==> src/rtl/block_stream_arbiter_if.sv <==
`timescale 1ns/1ps
// Stream-side bundle between the ROMix core array, the word mux and the write port.
// master = arbiter side, slave = core array / mux / downstream side.
interface block_stream_arbiter_if #(
  parameter int NUM_REQ    = 4,
  parameter int DATA_WIDTH = 32
);
  localparam int REQ_W = $clog2(NUM_REQ);

  logic [NUM_REQ-1:0]    req;
  logic [NUM_REQ-1:0]    gnt;
  logic [REQ_W-1:0]      src_sel;
  logic [4:0]            sel;
  logic [DATA_WIDTH-1:0] mux_out;
  logic [DATA_WIDTH-1:0] out_data;
  logic                  out_valid;
  logic                  out_ready;
  logic                  out_last;
  logic [NUM_REQ-1:0]    done;

  modport master (
    input  req, mux_out, out_ready,
    output gnt, src_sel, sel, out_data, out_valid, out_last, done
  );

  modport slave (
    output req, mux_out, out_ready,
    input  gnt, src_sel, sel, out_data, out_valid, out_last, done
  );
endinterface

==> src/rtl/block_stream_arbiter.sv <==
`timescale 1ns/1ps
// Round-robin arbiter streaming one core's 32-word block through a shared word mux; grant 1 cycle after req, 34 cycles/block.
// Backpressure: while out_valid && !out_ready the word index, data and last flag hold.
module block_stream_arbiter #(
  parameter int DATA_WIDTH = 32,
  parameter int NUM_REQ    = 4
) (
  input  logic                        clk,
  input  logic                        rst_n,
  block_stream_arbiter_if.master      bus
);
  localparam int         REQ_W     = $clog2(NUM_REQ);
  localparam logic [4:0] LAST_WORD = 5'd31;

  typedef enum logic [1:0] {IDLE, STREAM, DONE} state_t;

  state_t           state_q, state_d;
  logic [REQ_W-1:0] src_q, src_d;
  logic [REQ_W-1:0] ptr_q, ptr_d;
  logic [4:0]       cnt_q, cnt_d;
  logic [REQ_W-1:0] win;
  logic             found;

  always_ff @(posedge clk) begin
    if (!rst_n) begin
      state_q <= IDLE;
      src_q   <= '0;
      ptr_q   <= REQ_W'(NUM_REQ - 1);
      cnt_q   <= '0;
    end else begin
      state_q <= state_d;
      src_q   <= src_d;
      ptr_q   <= ptr_d;
      cnt_q   <= cnt_d;
    end
  end

  always_comb begin
    state_d       = state_q;
    src_d         = src_q;
    ptr_d         = ptr_q;
    cnt_d         = cnt_q;
    found         = 1'b0;
    win           = ptr_q;
    bus.gnt       = '0;
    bus.done      = '0;
    bus.out_valid = 1'b0;
    bus.out_last  = 1'b0;

    // First requester strictly after the last winner, wrapping round.
    for (int i = 1; i <= NUM_REQ; i++) begin
      logic [REQ_W-1:0] cand;
      cand = REQ_W'((int'(ptr_q) + i) % NUM_REQ);
      if (!found && bus.req[cand]) begin
        found = 1'b1;
        win   = cand;
      end
    end

    case (state_q)
      IDLE: begin
        cnt_d = '0;
        if (found) begin
          src_d   = win;
          ptr_d   = win;
          state_d = STREAM;
        end
      end
      STREAM: begin
        bus.gnt[src_q] = 1'b1;
        bus.out_valid  = 1'b1;
        bus.out_last   = (cnt_q == LAST_WORD);
        // cnt parks at 31 on the final beat; DONE returns it to 0.
        if (bus.out_ready) begin
          if (cnt_q == LAST_WORD) state_d = DONE;
          else                    cnt_d   = cnt_q + 5'd1;
        end
      end
      DONE: begin
        bus.done[src_q] = 1'b1;
        cnt_d           = '0;
        state_d         = IDLE;
      end
      default: state_d = IDLE;
    endcase
  end

  assign bus.src_sel  = src_q;
  assign bus.sel      = cnt_q;
  assign bus.out_data = bus.mux_out;
endmodule

==> src/flat_wrapper.sv <==
// flat-port wrapper written by rule: the top's interface ports become plain ports
module block_stream_arbiter_flat 
#(
  parameter int DATA_WIDTH = 32,
  parameter int NUM_REQ    = 4
)
  (clk, rst_n, bus_req, bus_mux_out, bus_out_ready, bus_gnt, bus_src_sel, bus_sel, bus_out_data, bus_out_valid, bus_out_last, bus_done);
  block_stream_arbiter_if #(.NUM_REQ(NUM_REQ), .DATA_WIDTH(DATA_WIDTH)) bus_i ();
  input  logic clk;
  input  logic rst_n;
  input wire logic [$bits(bus_i.req)-1:0] bus_req;
  input wire logic [$bits(bus_i.mux_out)-1:0] bus_mux_out;
  input wire logic [$bits(bus_i.out_ready)-1:0] bus_out_ready;
  output wire logic [$bits(bus_i.gnt)-1:0] bus_gnt;
  output wire logic [$bits(bus_i.src_sel)-1:0] bus_src_sel;
  output wire logic [$bits(bus_i.sel)-1:0] bus_sel;
  output wire logic [$bits(bus_i.out_data)-1:0] bus_out_data;
  output wire logic [$bits(bus_i.out_valid)-1:0] bus_out_valid;
  output wire logic [$bits(bus_i.out_last)-1:0] bus_out_last;
  output wire logic [$bits(bus_i.done)-1:0] bus_done;
  assign bus_i.req = bus_req;
  assign bus_i.mux_out = bus_mux_out;
  assign bus_i.out_ready = bus_out_ready;
  assign bus_gnt = bus_i.gnt;
  assign bus_src_sel = bus_i.src_sel;
  assign bus_sel = bus_i.sel;
  assign bus_out_data = bus_i.out_data;
  assign bus_out_valid = bus_i.out_valid;
  assign bus_out_last = bus_i.out_last;
  assign bus_done = bus_i.done;
  block_stream_arbiter #(.DATA_WIDTH(DATA_WIDTH), .NUM_REQ(NUM_REQ)) u_core (.clk(clk), .rst_n(rst_n), .bus(bus_i));
endmodule
==> config.mk <==
export PLATFORM = sky130hd
export DESIGN_NAME = block_stream_arbiter_flat
export DESIGN_NICKNAME = d
export VERILOG_FILES = /design/src/rtl/block_stream_arbiter_if.sv /design/src/rtl/block_stream_arbiter.sv /design/src/flat_wrapper.sv
export SDC_FILE = /design/constraint.sdc
export NUM_CORES = 1
export LEC_CHECK = 0
export CAP_MARGIN = 20
export CORE_MARGIN = 5
export CORE_UTILIZATION = 26
export DETAILED_ROUTE_END_ITERATION = 10
export PLACE_DENSITY = 0.83
export SLEW_MARGIN = 40
export SYNTH_ARGS = -nofsm -noshare
export SYNTH_HDL_FRONTEND = slang
export SYNTH_SLANG_ARGS = --single-unit
==> constraint.sdc <==
create_clock -name clk -period 1.96 [get_ports clk]
set_clock_uncertainty 0.05 [all_clocks]
set_input_delay 0.49 -clock clk [delete_from_list [all_inputs] [get_ports clk]]
set_output_delay 0.49 -clock clk [all_outputs]
set_load 0.02 [all_outputs]
==> summary.md, run 1 <==
| Metric | Value |
|---|---|
| Post-Synthesis Cells | 107 |
| Clk root buf | clkbuf_4 |
| Post-Syn Area | 862 µm² |
| Ports | between 80 and 90 |
| Post-layout minimum cycle time | around 1.9 ns |
| GPL Wtd Cong | 0.806 |
| Simple-Gate Fraction of Synth Area | 0.250 |
| Syn nets | 148 |
| Worst EP required | between 2 and 2.5 ns |
| Max-slew violations | 0 |
| Final core utilization | 0.325 |
| Clock net sink count | 11 |
| Antenna diodes | 0 |
| Placed inst area | 1010 µm² |
| RSZ-0062 raised after global routing | true |
| Critical Path Start Type | register |
| Endpoints failing setup | 0 |
| Most common cell after layout, fill and taps aside | buf_4 |
| Row cnt | 21 |
| First-pass GRT wire length | about 2700 µm |
| Max_slew headroom | 0.776 |
| H-tree depth | 1 |
| CTS buffer count | 3 |
| FILL cells | 336 |
| Post-route DRC | 0 |
| Later-pin clock latency in the skew report | between 0.2 and 0.3 ns |
| Pwr/cell area | 503 nW/µm² |
| GRT Util Overall | 0.0752 |
| Core Area | 3280 µm² |
| Placed cell count | 157 |
| Class of the worst hold path | register to register |
| Final instance area | ~1100 µm² |
| Total iterations of the first detailed-routing run | 2 |
| Post-synthesis area per instance | around 8 µm² |
| Vias in the first global route | 641 |
| R2r setup slk | 0.03 ns |
| P&R area growth vs syn | 23.9% |
| Synth unique cells | 31 |
| Initial antenna violation count | 0 |
| Largest net degree at the start of global routing | 8 |
| Largest family of logic cells by synthesized area | buffers and inverters |
| Routed WL per cell | between 10 and 15 µm |
| Initial core utilization | 0.262 |
| DRT Wirelength | 1700 µm |
| Synth Register Bits | 11 |
| Max Cap Viol | 0 |
| Status | completed |
| Synth Area in Compound Gates | 0.138 |
| Most frequent cells in the layout | 13 x buf_4, 12 x clkdlybuf4s50_1, 11 x nand2_1 |
| Setup TNS | 0 ns |
| # port buffers | 23 |
| Max VDD drop | 0.127 mV |
| Via density | approximately 4.3 |
| Adder-cell share of the synthesized area | 0.0290 |
| DP Wirelength | around 1400 µm |
| Die area | 4570 µm² |
| Vias | between 600 and 700 |
| Design Power | approximately 540 µW |
| Clock Tree Buf Depth | 2 |
| Syn. warnings | 0 |
| Leak | around 0.00047 µW |
| Worst Setup End Kind | register |
| Nets | 158 |
| Tcrit/Tclk final | 0.983 |
| Layout cells sized above 1 | 0.276 |
| Final Hold Viols | 0 |
| Non-filler cells, final | approximately 160 |
| Post-route ant nets | 0 |
| Critical path type | register to register |
| CTS tree | done |
| Sequential area share after synthesis | 0.255 |
| Clock slew at reported path FFs | approximately 0.070 ns |
| CP arrival | about 2.1 ns |
| Worst Tran Pin Value | approximately 0.33 ns |
| Height of the die | 67.6 µm |
| GRT overflow | 0 |
| Post-synthesis mux area share | 0.0116 |
| Die width | approximately 68 µm |
| Peak Freq | 519 MHz |
| DRT iter0 DRCs | 21 |
| Xor/xnor share of the synthesized area | 0.0203 |
| Crit Path Max Fanout | 3 |
[power by group]
part           switching, µW  internal (µW)  total, µW
Clock                   74.7           78.5        153
Combinational           64.6           67.8        132
Sequential              15.8            236        252
[cells in the mapped netlist (all sizes together)]
library cell,count,area share
and3,2,0.016
o21ai,2,0.012
a21o,1,0.0087
mux2i,1,0.012
buf,32,0.28
nand2,11,0.048
nor3,2,0.012
a311oi,1,0.017
a21oi,5,0.029
or3b,1,0.013
and2,2,0.015
or3,1,0.0073
or4,1,0.013
a41oi,1,0.010
ha,2,0.029
nor2b,1,0.0073
nand3,2,0.012
dfxtp,11,0.26
nor3b,1,0.0087
xnor2,2,0.020
nor2,9,0.039
nand2b,5,0.036
o221a,1,0.013
a211oi,1,0.0087
nand3b,1,0.0087
inv,4,0.017
o32ai,1,0.010
and4bb,1,0.015
o221ai,1,0.017
o211a,1,0.012
[timing repair]
action / 4_1_cts / 5_1_grt
buffers inserted: 0 / 1
pin swaps: 4 / 2
gates resized for setup: 20 / 5
hold buffers: 0 / 0
endpoints found under the setup margin: 11 / 3
[cells by family after synthesis]
| kind of cell | count (synthesis) |
|---|---|
| muxes | 1 |
| xor gates and xnor gates | 2 |
| AOI/OAI and AO/OA | 15 |
| adders and majority gates | 2 |
| DFF | 11 |
| buffers and inverters | 36 |
| and+or+nand+nor | 40 |
[routing by layer]
| layer | GRT usage | part of all wire | vias up |
|---|---|---|---|
| met2 | 0.131 | 0.52 | 20 |
| li1 | - | - | 348 |
| met1 | 0.0770 | 0.38 | 326 |
| met4 | 0.0456 | 0 | 0 |
| met5 | 0 | 0 | - |
| met3 | 0.0250 | 0.097 | 0 |
[sequential cells by signal (all words and copies together), names as in the netlist]
name                cells
u_core.bus.sel          5
u_core.bus.src_sel      2
u_core.ptr_q            2
u_core.state_q          2
[cell type report]
cell class                      count  area, µm²  area share
Inverter                            4       15.0      0.0141
Multi-Input combinational cell     60        415       0.389
Tap cell                           46       57.6      0.0539
Timing Repair Buffer               37        332       0.310
Clock buffer                        4       26.3      0.0246
Sequential cell                    11        223       0.208
[final timing paths]
kind	startpoint	to	cells after the start
worst max-delay path	u_core.bus.sel[1]	u_core.bus.sel[3]	7
worst min-delay path	u_core.bus.sel[4]	u_core.bus.sel[4]	2
worst max register to register	u_core.bus.sel[1]	u_core.bus.sel[3]	7
worst min register to register	u_core.bus.sel[4]	u_core.bus.sel[4]	2
[stage by stage]
stage          hold WS (ns)  setup slack [ns]
4_1_cts               0.445            0.0117
2_1_floorplan         0.468           0.00443
5_1_grt               0.516           -0.0190
3_5_place_dp          0.426            -0.123
3_3_place_gp          0.424           -0.0944
6_report              0.474            0.0331
[critical path, cell delays in order (launching register included)]
cell     delay (ns)
dfxtp_2        0.33
ha_2           0.18
and3_4         0.15
ha_4           0.15
buf_6          0.11
or3b_4         0.37
or3_4          0.37
a21oi_2        0.15
Note: power is estimated with default switching activity, not from simulation.
==> run 2: changes to the inputs <==
- MAX_ROUTING_LAYER: not set -> met4
- PLACE_DENSITY: 0.83 -> not set
- PLACE_DENSITY_LB_ADDON: not set -> 0.15
==> summary.md, run 2 (synthesis gave the netlist of run 1 again) <==
| Metric | Value |
|---|---|
| Status | completed |
| Placed inst area | between 1000 and 1500 µm² |
| P&R area growth vs syn | 23.2% |
| Multi-input logic area | 428 µm² |
| Psw | ~180 µW |
| Via density | around 4.4 |
| Worst Setup End Kind | output port |
| CTS buffer count | 3 |
| Sw Share | 0.315 |
| Max VDD drop | 0.146 mV |
| Critical Path Start Type | register |
| Worst Hold End | u_core.bus.sel[4] |
| Clock slew at reported path FFs | about 0.080 ns |
| Layout cells sized above 1 | 0.289 |
| Critical Path, Cell by Cell | buf_4, clkdlybuf4s50_1 |
| Critical path type | register to output port |
| Max reg flops | 5 |
| Class of the worst hold path | register to register |
| Height of the die | between 60 and 70 µm |
| DP Wirelength | between 1500 and 2000 µm |
| Hold Path Depth | 2 |
| GRT overflow | 0 |
| Max_slew headroom | 0.742 |
| Hold wc startpoint | u_core.bus.sel[4] |
| CP arrival | about 1.4 ns |
| Reg area | between 200 and 250 µm² |
| Reg2reg end | u_core.bus.sel[3] |
| Later-pin clock latency in the skew report | around 0.28 ns |
| Worst Tran Pin Value | about 0.38 ns |
| Design Power | around 560 µW |
| DRT iter0 DRCs | 12 |
| Initial core utilization | 0.262 |
| Final core utilization | 0.323 |
| H-tree depth | 1 |
| RR Startpoint | u_core.bus.sel[0] |
| Worst Reg2Reg Path Length in Cells | 6 |
| FILL cells | 370 |
| Most common cell after layout, fill and taps aside | clkdlybuf4s50_1 |
| Initial antenna violation count | 0 |
| Tcrit/Tclk final | 0.973 |
| Slowest CP cell | clkdlybuf4s50_1 |
| Max-slew violations | 0 |
| Post-route ant nets | 0 |
| Total iterations of the first detailed-routing run | 4 |
| Crit Path Max Fanout | 3 |
| Vias | between 600 and 700 |
| Clk pwr share | 0.300 |
| Most frequent cells in the layout | 13 x clkdlybuf4s50_1, 12 x buf_4, 11 x nand2_1, 9 x nor2_1, 9 x dlygate4sd2_1 |
| Pint | roughly 380 µW |
| Routed WL per cell | between 10 and 15 µm |
| Clock Tree Buf Depth | 2 |
| GRT Util Overall | 0.0912 |
| Pwr/cell area | ~520 nW/µm² |
| # port buffers | 23 |
| Largest net degree at the start of global routing | 8 |
| Leak | roughly 0.00045 µW |
| Antenna diodes | 0 |
| DRT Wirelength | approximately 2000 µm |
| Post-layout minimum cycle time | approximately 1.9 ns |
| Endpoints failing setup | 0 |
| Max stage delay on crit path | ~0.6 ns |
| CTS tree | done |
| Post-route DRC | 0 |
| Clock net sink count | 11 |
| RSZ-0062 raised after global routing | false |
| Share of power burned in registers | 0.456 |
| Core Area | 3280 µm² |
| Comb power frac | 0.244 |
| Ports | between 80 and 90 |
| Clk root buf | clkbuf_4 |
| Final instance area | approximately 1100 µm² |
| Worst EP required | between 1 and 1.5 ns |
| Final Hold Viols | 0 |
| Row cnt | 21 |
| Vias in the first global route | ~700 |
| Max Cap Viol | 0 |
| R2r setup slk | between 0.1 and 0.15 ns |
| First-pass GRT wire length | roughly 3100 µm |
| Die area | 4570 µm² |
| Nets | 156 |
| GPL Wtd Cong | 0.661 |
| Die width | about 68 µm |
| Peak Freq | between 500 and 600 MHz |
-- run 2: changes by cell type in the layout (fill, tap and decap cells not counted), sizes merged --
cell           before  now
clkinv              0    1
dlymetal6s2s        1    0
clkbuf              4    3
clkdlybuf4s50      12   13
buf                15   13
-- run 2: how the worst max path moves through the flow --
stage,from,endpoint,slack [ns],cells past startpoint
2_1_floorplan,u_core.bus.sel[0],u_core.bus.sel[3],0.004,6
3_3_place_gp,u_core.bus.sel[0],bus_out_last,-0.10,5
3_5_place_dp,u_core.bus.sel[0],bus_out_last,-0.13,5
4_1_cts,u_core.bus.sel[0],bus_out_last,-0.007,5
5_1_grt,u_core.state_q[1],bus_gnt[0],0.004,3
6_report,u_core.bus.sel[0],bus_sel[0],0.05,2
-- run 2: cell type report --
class | instances | share of cell area
clock buffers | 3 | 0.0212
clock inverters | 1 | 0.00471
inverters | 4 | 0.0141
multi-input cells | 60 | 0.403
flip-flops and latches | 11 | 0.211
well taps | 46 | 0.0542
repair buffers | 35 | 0.292
-- run 2: repair_timing --
item | CTS | global route
resized for setup | 16 | 11
cloned | 0 | 0
hold buffers | 0 | 0
buffers inserted | 0 | 0
pin swaps | 3 | 3
endpoints found under the setup margin | 11 | 2
hold endpoints to repair | 0 | 0
-- run 2: worst max-delay path: cells and delay by family, from the launching register on --
family,cells,cell delay [ns]
buf+inv,2,0.73
flops,1,0.36
-- run 2: metrics by stage --
| step | setup TNS, ns | setup WS (ns) | cells | hold WS (ns) |
|---|---|---|---|---|
| 3_5_place_dp | -0.210 | -0.127 | 157 | 0.423 |
| 3_3_place_gp | -0.149 | -0.104 | 157 | 0.429 |
| 6_report | 0 | 0.0520 | 160 | 0.469 |
| 5_1_grt | 0 | 0.00352 | 160 | 0.507 |
| 4_1_cts | -0.00726 | -0.00726 | 161 | 0.438 |
| 2_1_floorplan | 0 | 0.00443 | 107 | 0.468 |
-- run 2: power groups by stage --
| stage | clock (µW) | combinational [µW] | sequential, µW |
|---|---|---|---|
| after floorplan | 0 | 163 | 262 |
| after global placement | 0 | 140 | 258 |
| after detailed placement | 0 | 139 | 259 |
| after CTS | 172 | 136 | 254 |
| after global routing | 179 | 147 | 257 |
| final | 167 | 136 | 254 |
-- run 2: per-layer routing --
| layer | track usage | vias up | wire length (µm) |
|---|---|---|---|
| li1 | - | 349 | - |
| met3 | 0.0283 | 10 | 193 |
| met4 | 0.0835 | 0 | 61 |
| met2 | 0.131 | 34 | 860 |
| met5 | - | - | 0 |
| met1 | 0.0989 | 303 | 866 |
==> run 3: changes to the inputs <==
- CTS_CLUSTER_SIZE: not set -> 14
==> results of run 3 <==
No change in the layout: final DEF, timing and power equal those of run 2.
